[src/rtl/fetch_queue_unit_if.sv]
// Fetch front-end bus bundle: byte-wide memory read port plus the fetched-instruction
// queue head presented to dispatch. Master is the fetch unit, slave is its environment.
interface fetch_queue_unit_if #(
  parameter int QUEUE_DEPTH = 16
);
  localparam int CW = $clog2(QUEUE_DEPTH) + 1;

  logic          mem_req;
  logic [31:0]   mem_addr;
  logic          mem_grant;
  logic [7:0]    mem_din;

  logic          out_ready;
  logic          out_valid;
  logic [31:0]   out_instr;
  logic [31:0]   out_pc;
  logic [31:0]   out_pred_pc;
  logic          out_pred_taken;
  logic [CW-1:0] queue_count;

  modport master (
    output mem_req, mem_addr,
    input  mem_grant, mem_din,
    input  out_ready,
    output out_valid, out_instr, out_pc, out_pred_pc, out_pred_taken, queue_count
  );

  modport slave (
    input  mem_req, mem_addr,
    output mem_grant, mem_din,
    output out_ready,
    input  out_valid, out_instr, out_pc, out_pred_pc, out_pred_taken, queue_count
  );
endinterface

[src/rtl/fetch_queue_unit.sv]
// Instruction fetch front end: assembles 32-bit words from four byte reads, predicts the
// next PC (JAL taken, branches via a 2-bit BHT), and queues {instr, pc, pred_pc, taken}.
module fetch_queue_unit #(
  parameter int QUEUE_DEPTH = 16,
  parameter int BHT_ENTRIES = 64,
  parameter bit PRED_EN     = 1'b1
) (
  input  logic               clk_in,
  input  logic               rst_in,
  input  logic               rdy_in,
  input  logic               flush_in,
  input  logic [31:0]        flush_pc_in,
  input  logic               bht_upd_valid,
  input  logic [31:0]        bht_upd_pc,
  input  logic               bht_upd_taken,
  fetch_queue_unit_if.master fq
);
  localparam int PW = $clog2(QUEUE_DEPTH);
  localparam int CW = PW + 1;
  localparam int BW = $clog2(BHT_ENTRIES);

  localparam logic [6:0] OP_JAL    = 7'b1101111;
  localparam logic [6:0] OP_BRANCH = 7'b1100011;

  typedef enum logic {ST_IDLE, ST_FETCH} state_e;

  typedef struct packed {
    logic [31:0] instr;
    logic [31:0] pc;
    logic [31:0] pred_pc;
    logic        taken;
  } fq_entry_t;

  state_e          state_q, state_d;
  logic [31:0]     fetch_pc_q, fetch_pc_d;
  logic [2:0]      iss_cnt_q, iss_cnt_d;
  logic [1:0]      rcv_cnt_q, rcv_cnt_d;
  logic [2:0][7:0] lane_q, lane_d;
  logic            gnt_dly_q, gnt_dly_d;
  logic [PW-1:0]   wr_ptr_q, wr_ptr_d, rd_ptr_q, rd_ptr_d;
  logic [CW-1:0]   count_q, count_d;

  fq_entry_t       fifo_q [QUEUE_DEPTH];
  logic [1:0]      bht_q  [BHT_ENTRIES];

  logic            mem_req, granted, word_done, push, pop, out_valid;
  logic [31:0]     word, j_imm, b_imm, pred_pc;
  logic            pred_taken;
  logic [1:0]      bht_ctr;
  fq_entry_t       push_entry, head;

  // Memory side: one read per cycle until all four byte addresses are issued.
  assign mem_req   = rdy_in && (state_q == ST_FETCH) && !iss_cnt_q[2];
  assign granted   = mem_req && fq.mem_grant;
  assign word_done = (state_q == ST_FETCH) && gnt_dly_q && (rcv_cnt_q == 2'd3);
  assign word      = {fq.mem_din, lane_q[2], lane_q[1], lane_q[0]};

  assign out_valid = (count_q != '0);
  assign push      = rdy_in && !flush_in && word_done;
  assign pop       = rdy_in && !flush_in && out_valid && fq.out_ready;

  // Prediction uses the word as it completes, so lane 3 comes straight off mem_din.
  assign j_imm   = {{12{word[31]}}, word[19:12], word[20], word[30:21], 1'b0};
  assign b_imm   = {{20{word[31]}}, word[7], word[30:25], word[11:8], 1'b0};
  assign bht_ctr = bht_q[fetch_pc_q[BW+1:2]];

  always_comb begin
    pred_pc    = fetch_pc_q + 32'd4;
    pred_taken = 1'b0;
    if (word[6:0] == OP_JAL) begin
      pred_pc    = fetch_pc_q + j_imm;
      pred_taken = 1'b1;
    end else if (PRED_EN && (word[6:0] == OP_BRANCH) && bht_ctr[1]) begin
      pred_pc    = fetch_pc_q + b_imm;
      pred_taken = 1'b1;
    end
  end

  always_comb begin
    state_d    = state_q;
    fetch_pc_d = fetch_pc_q;
    iss_cnt_d  = iss_cnt_q;
    rcv_cnt_d  = rcv_cnt_q;
    lane_d     = lane_q;
    gnt_dly_d  = gnt_dly_q;
    wr_ptr_d   = wr_ptr_q;
    rd_ptr_d   = rd_ptr_q;
    count_d    = count_q;
    if (rdy_in) begin
      if (flush_in) begin
        state_d    = ST_IDLE;
        fetch_pc_d = flush_pc_in;
        iss_cnt_d  = '0;
        rcv_cnt_d  = '0;
        gnt_dly_d  = 1'b0;
        wr_ptr_d   = '0;
        rd_ptr_d   = '0;
        count_d    = '0;
      end else begin
        gnt_dly_d = granted;
        case (state_q)
          // Only one word is ever in flight, so checking occupancy here reserves its slot.
          ST_IDLE: begin
            if (count_q < CW'(QUEUE_DEPTH)) begin
              state_d   = ST_FETCH;
              iss_cnt_d = '0;
              rcv_cnt_d = '0;
            end
          end
          ST_FETCH: begin
            if (granted) iss_cnt_d = iss_cnt_q + 3'd1;
            if (gnt_dly_q) begin
              rcv_cnt_d = rcv_cnt_q + 2'd1;
              if (rcv_cnt_q != 2'd3) lane_d[rcv_cnt_q] = fq.mem_din;
            end
            if (word_done) begin
              state_d    = ST_IDLE;
              fetch_pc_d = pred_pc;
            end
          end
          default: state_d = ST_IDLE;
        endcase
        if (push) wr_ptr_d = wr_ptr_q + 1'b1;
        if (pop)  rd_ptr_d = rd_ptr_q + 1'b1;
        count_d = count_q + CW'(push) - CW'(pop);
      end
    end
  end

  always_ff @(posedge clk_in or negedge rst_in) begin
    if (!rst_in) begin
      state_q    <= ST_IDLE;
      fetch_pc_q <= '0;
      iss_cnt_q  <= '0;
      rcv_cnt_q  <= '0;
      lane_q     <= '0;
      gnt_dly_q  <= 1'b0;
      wr_ptr_q   <= '0;
      rd_ptr_q   <= '0;
      count_q    <= '0;
    end else begin
      state_q    <= state_d;
      fetch_pc_q <= fetch_pc_d;
      iss_cnt_q  <= iss_cnt_d;
      rcv_cnt_q  <= rcv_cnt_d;
      lane_q     <= lane_d;
      gnt_dly_q  <= gnt_dly_d;
      wr_ptr_q   <= wr_ptr_d;
      rd_ptr_q   <= rd_ptr_d;
      count_q    <= count_d;
    end
  end

  // Queue storage needs no reset: every output is masked while the queue is empty.
  assign push_entry = '{instr: word, pc: fetch_pc_q, pred_pc: pred_pc, taken: pred_taken};

  always_ff @(posedge clk_in) begin
    if (push) fifo_q[wr_ptr_q] <= push_entry;
  end

  assign head               = fifo_q[rd_ptr_q];
  assign fq.mem_req         = mem_req;
  assign fq.mem_addr        = fetch_pc_q + {29'd0, iss_cnt_q};
  assign fq.out_valid       = out_valid;
  assign fq.out_instr       = out_valid ? head.instr   : '0;
  assign fq.out_pc          = out_valid ? head.pc      : '0;
  assign fq.out_pred_pc     = out_valid ? head.pred_pc : '0;
  assign fq.out_pred_taken  = out_valid && head.taken;
  assign fq.queue_count     = count_q;

  // Branch history: saturating 2-bit counters trained at commit, weakly not-taken at reset.
  logic [BW-1:0] upd_idx;
  logic [1:0]    upd_ctr, upd_nxt;
  logic          unused_upd_bits;

  assign upd_idx         = bht_upd_pc[BW+1:2];
  assign upd_ctr         = bht_q[upd_idx];
  assign unused_upd_bits = ^{bht_upd_pc[31:BW+2], bht_upd_pc[1:0]};

  always_comb begin
    upd_nxt = upd_ctr;
    if (bht_upd_taken && (upd_ctr != 2'd3))       upd_nxt = upd_ctr + 2'd1;
    else if (!bht_upd_taken && (upd_ctr != 2'd0)) upd_nxt = upd_ctr - 2'd1;
  end

  always_ff @(posedge clk_in or negedge rst_in) begin
    if (!rst_in) begin
      for (int i = 0; i < BHT_ENTRIES; i++) bht_q[i] <= 2'b01;
    end else if (rdy_in && bht_upd_valid) begin
      bht_q[upd_idx] <= upd_nxt;
    end
  end
endmodule
[src/flat_wrapper.sv]
// flat-port wrapper written by rule: the top's interface ports become plain ports
module fetch_queue_unit_flat 
#(
  parameter int QUEUE_DEPTH = 16,
  parameter int BHT_ENTRIES = 64,
  parameter bit PRED_EN     = 1'b1
)
  (clk_in, rst_in, rdy_in, flush_in, flush_pc_in, bht_upd_valid, bht_upd_pc, bht_upd_taken, fq_mem_req, fq_mem_addr, fq_mem_grant, fq_mem_din, fq_out_ready, fq_out_valid, fq_out_instr, fq_out_pc, fq_out_pred_pc, fq_out_pred_taken, fq_queue_count);
  fetch_queue_unit_if #(.QUEUE_DEPTH(QUEUE_DEPTH)) fq_i ();
  input  logic clk_in;
  input  logic rst_in;
  input  logic rdy_in;
  input  logic flush_in;
  input  logic [31:0] flush_pc_in;
  input  logic bht_upd_valid;
  input  logic [31:0] bht_upd_pc;
  input  logic bht_upd_taken;
  output wire logic [$bits(fq_i.mem_req)-1:0] fq_mem_req;
  output wire logic [$bits(fq_i.mem_addr)-1:0] fq_mem_addr;
  input wire logic [$bits(fq_i.mem_grant)-1:0] fq_mem_grant;
  input wire logic [$bits(fq_i.mem_din)-1:0] fq_mem_din;
  input wire logic [$bits(fq_i.out_ready)-1:0] fq_out_ready;
  output wire logic [$bits(fq_i.out_valid)-1:0] fq_out_valid;
  output wire logic [$bits(fq_i.out_instr)-1:0] fq_out_instr;
  output wire logic [$bits(fq_i.out_pc)-1:0] fq_out_pc;
  output wire logic [$bits(fq_i.out_pred_pc)-1:0] fq_out_pred_pc;
  output wire logic [$bits(fq_i.out_pred_taken)-1:0] fq_out_pred_taken;
  output wire logic [$bits(fq_i.queue_count)-1:0] fq_queue_count;
  assign fq_mem_req = fq_i.mem_req;
  assign fq_mem_addr = fq_i.mem_addr;
  assign fq_i.mem_grant = fq_mem_grant;
  assign fq_i.mem_din = fq_mem_din;
  assign fq_i.out_ready = fq_out_ready;
  assign fq_out_valid = fq_i.out_valid;
  assign fq_out_instr = fq_i.out_instr;
  assign fq_out_pc = fq_i.out_pc;
  assign fq_out_pred_pc = fq_i.out_pred_pc;
  assign fq_out_pred_taken = fq_i.out_pred_taken;
  assign fq_queue_count = fq_i.queue_count;
  fetch_queue_unit #(.QUEUE_DEPTH(QUEUE_DEPTH), .BHT_ENTRIES(BHT_ENTRIES), .PRED_EN(PRED_EN)) u_core (.clk_in(clk_in), .rst_in(rst_in), .rdy_in(rdy_in), .flush_in(flush_in), .flush_pc_in(flush_pc_in), .bht_upd_valid(bht_upd_valid), .bht_upd_pc(bht_upd_pc), .bht_upd_taken(bht_upd_taken), .fq(fq_i));
endmodule
[config.mk]
export PLATFORM = sky130hd
export DESIGN_NAME = fetch_queue_unit_flat
export DESIGN_NICKNAME = d
export VERILOG_FILES = /design/src/rtl/fetch_queue_unit_if.sv /design/src/rtl/fetch_queue_unit.sv /design/src/flat_wrapper.sv
export SDC_FILE = /design/constraint.sdc
export NUM_CORES = 2
export LEC_CHECK = 0
export CAP_MARGIN = 0
export CORE_ASPECT_RATIO = 1.1
export CORE_MARGIN = 4
export CORE_UTILIZATION = 25
export CTS_CLUSTER_DIAMETER = 60
export DETAILED_ROUTE_END_ITERATION = 7
export PLACE_DENSITY = 0.47
export SLEW_MARGIN = 20
export SYNTH_ARGS = -nofsm -noshare
export SYNTH_HDL_FRONTEND = slang
export SYNTH_SLANG_ARGS = --single-unit
[constraint.sdc]
create_clock -name clk_in -period 6.7 [get_ports clk_in]
set_input_delay 0.67 -clock clk_in [delete_from_list [all_inputs] [get_ports clk_in]]
set_output_delay 0.67 -clock clk_in [all_outputs]
set_load 0.005 [all_outputs]
==> flow_metrics.py <==
metrics = {
    "outcome": {
        "outcome": "completed",
    },
    "synth": {
        "synth_cell_type_count": 91,
        "syn_area_um2": 73300,
        "synthFlopType": "edfxtp_1",
        "netlist.top_cell.by_area": "edfxtp_1",
        "synth_top_area_frac": 0.629,
        "syn_area_per_cell_um2": 19.2,
        "ys_ff_latch": 1740,
        "synth_edf_count": 1536,
        "ys_warn_count": 0,
        "syn_nets": 3976,
        "synth_area_leaders": "edfxtp_1 (63%), mux4_2 (16%), dfrtp_1 (4.8%), mux2_2 (2.4%), dfstp_2 (2.3%)",
        "ys_async_sr_fraction": 0.117,
        "yosysSeqAreaShare": 0.700,
        "syn_inst": 3827,
    },
    "route": {
        "drtIter0Drc": 3130,
        "ant_nets": 0,
        "routed_wirelength_um": 223000,
        "vias": 38800,
        "first_pass_iters": 8,
        "via_per_inst": 4.73,
        "wl_per_cell_um": 27.2,
        "drc_errors": 0,
    },
    "power_and_ir_drop": {
        "worst_ir_drop_vdd_mv": 0.244,
        "p_seq_frac": 0.420,
        "pwr-share-clk": 0.345,
        "p_switching_mw": 8.78,
        "power_density_nw_per_um2": 355,
        "combPwrFrac": 0.236,
        "switching_share": 0.284,
        "p_int_mw": 22.1,
        "p_leak_nw": 27.8,
    },
    "worst_setup_path": {
        "arrival_ns": 5.06,
        "critPathLaunchType": "flip-flop",
        "path_class": "reg2out",
        "path_max_fanout": 16,
        "worstPathRequired_ns": 6.03,
        "crit_slowest_cell": "dfrtp_1",
        "crit_buf_inv": 1,
        "crit_chain": "and2_1 -> nand4b_1 -> nor2_1 -> nand2_1 -> nor2_1 -> xor2_1 -> clkdlybuf4s50_1",
        "crit_top_cell": "nor2_1",
        "end_kind": "output port",
        "slowest_delay_ns": 0.94,
        "critPathTopFamily": "simple AND/OR/NAND/NOR gates",
    },
    "clock_network": {
        "cts_resized": 0,
        "cts_tree": "built",
        "path_clk_slew_ns": 0.06,
        "htree_levels": 4,
        "cts.sinks": 1740,
        "cts-root-buf": "clkbuf_16",
        "postCtsSetupBuffers": 0,
        "clock_latency_ns": 0.87,
        "clockBufferDepth": 3,
        "numCtsBuffers": 192,
    },
    "global_route": {
        "grt_pass1_vias": 40700,
        "grt_overflow": 0,
        "grt_pass1_wl_um": 315000,
        "antenna_found_initial": 14,
        "grt_start_max_net_pins": 108,
        "grt_usage": 0.145,
    },
    "sta": {
        "drv_slew": 0,
        "hold_ws_ns": 0.452,
        "setup_violations": 0,
        "maxSlewHeadroom": 0.249,
        "period_share": 0.856,
        "fin_skew_ns": 0.0978,
        "rsz0062_at_grt": "false",
        "hold_viol": 0,
        "fin_tns_setup_ns": 0,
        "worst_slew_pin_slew_ns": 1.12,
        "fin_crit_ns": 5.73,
        "fmax_ghz": 0.174,
    },
    "die": {
        "die_x_um": 524,
        "start_util": 0.251,
        "die-area_um2": 302000,
        "die-height_um": 576,
        "ios": 216,
        "rows": 208,
        "core_region_area_um2": 292000,
    },
    "placement": {
        "gp_congestion": 0.836,
        "place_hpwl_um": 134000,
        "placement.cell_area_um2": 80600,
        "place_inst": 7820,
        "io_buffers": 189,
    },
    "cells_and_area": {
        "nFillCells": 28600,
        "drive_above_1_share": 0.283,
        "final_cell_mix": "edfxtp_1 (1,536), mux4_2 (510), clkbuf_16 (193)",
        "area_growth_pct": 18.7,
        "utilization": 0.298,
        "final_common_cell": "edfxtp_1",
        "fin_area_um2": 87000,
        "final_cells": 8187,
        "fin_nets": 4279,
    },
    "flow_run": {
        "max-cap-violations": 0,
    },
    "hold_path": {
        "hp-class": "in2async",
    },
}
## power by group through the flow
| stage | Sequential, mW | Combinational, mW | Clock, mW |
|---|---|---|---|
| after floorplan | 12.8 | 4.49 | 0 |
| after global placement | 13.2 | 7.55 | 0 |
| after detailed placement | 13.2 | 7.56 | 0 |
| after CTS | 13.0 | 7.59 | 10.9 |
| after global routing | 13.0 | 7.90 | 11.4 |
| final | 13.0 | 7.28 | 10.6 |
## final timing paths
path                                 startpoint                   end  slack (ns)  cells after the start
hold / removal                           rst_in      u_core.bht_q[53]        0.45                      2
setup reg to reg           u_core.fetch_pc_q[2]  u_core.fifo_q[6][32]        1.69                     10
max in group asynchronous                rst_in  u_core.fetch_pc_q[0]        4.78                      3
hold reg to reg                u_core.bht_q[87]      u_core.bht_q[87]        0.54                      1
setup / recovery           u_core.fetch_pc_q[4]       fq_mem_addr[31]        0.97                      7
min in group clk_in                      rdy_in  u_core.fetch_pc_q[7]        0.47                      3
## stage by stage
step,power [mW],setup WS [ns]
2_1_floorplan,17.3,2.28
3_3_place_gp,20.7,1.46
3_5_place_dp,20.8,1.43
4_1_cts,31.5,0.695
5_1_grt,32.3,0.677
6_report,30.9,0.966
## final cells by class
type | instances | area [um^2] | share of cell area
flip-flops and latches | 1740 | 51300 | 0.590
multi-input cells | 1822 | 21000 | 0.241
clock buffers | 247 | 5120 | 0.0588
well taps | 3885 | 4860 | 0.0558
repair buffers | 336 | 3300 | 0.0379
clock inverters | 114 | 1310 | 0.0150
inverters | 38 | 143 | 0.00164
diodes | 5 | 12.5 | 0.000144
## cells by family (layout without fill, tap and decap cells)
group	Yosys count	in the layout	share of synthesized area
buf+inv	265	735	0.0153
compound gates	379	379	0.0362
flops	1740	1740	0.700
fa+ha+maj	69	69	0.0122
xor+xnor	80	80	0.00981
simple gates	602	602	0.0421
mux	692	692	0.185
other cells	0	5	0
## state kept, by name (all words and copies together), names as in the netlist
register and cells:
u_core.fifo_q 1536, u_core.bht_q 128, u_core.fetch_pc_q 32, u_core.j_imm 12
u_core.lane_q 7, u_core.b_imm 5, u_core.fq.queue_count 5, u_core.rd_ptr_q 4
u_core.wr_ptr_q 4, u_core.iss_cnt_q 3, u_core.rcv_cnt_q 2, u_core.gnt_dly_q 1
u_core.state_q 1
## repair_timing
item,in CTS,in global routing
hold buffers,1,0
hold endpoints to repair,73,0
setup endpoints to repair,0,0
## cell usage after synthesis, types with 8 or more instances
| cell | count |
|---|---|
| mux4_2 | 510 |
| mux2_2 | 158 |
| xor2_1 | 32 |
| nand2_1 | 105 |
| o22ai_1 | 33 |
| inv_1 | 35 |
| o21a_1 | 10 |
| xnor2_1 | 47 |
| and3_1 | 35 |
| a22o_1 | 11 |
| nand3_1 | 45 |
| dfrtp_1 | 140 |
| dfstp_2 | 64 |
| a211oi_1 | 18 |
| a21oi_1 | 76 |
| mux2i_1 | 20 |
| buf_1 | 44 |
| a21o_1 | 33 |
| a221oi_1 | 15 |
| and2_1 | 125 |
| edfxtp_1 | 1536 |
| buf_6 | 9 |
| nor2_1 | 161 |
| buf_4 | 8 |
| a22oi_1 | 17 |
| ha_1 | 65 |
| buf_2 | 22 |
| nor2b_1 | 13 |
| nand2b_1 | 14 |
| o211ai_1 | 10 |
| clkbuf_1 | 144 |
| nand4_1 | 21 |
| a221o_1 | 18 |
| o21ai_0 | 57 |
| nor3_1 | 34 |
## metal layers
layer | up-vias | track usage | share of wire
li1 | 16300 | - | -
met1 | 21200 | 0.192 | 0.43
met2 | 953 | 0.245 | 0.50
met3 | 283 | 0.0211 | 0.042
met4 | 0 | 0.0462 | 0.029
met5 | - | 0 | 0
Power figures use the tool's default switching activity.
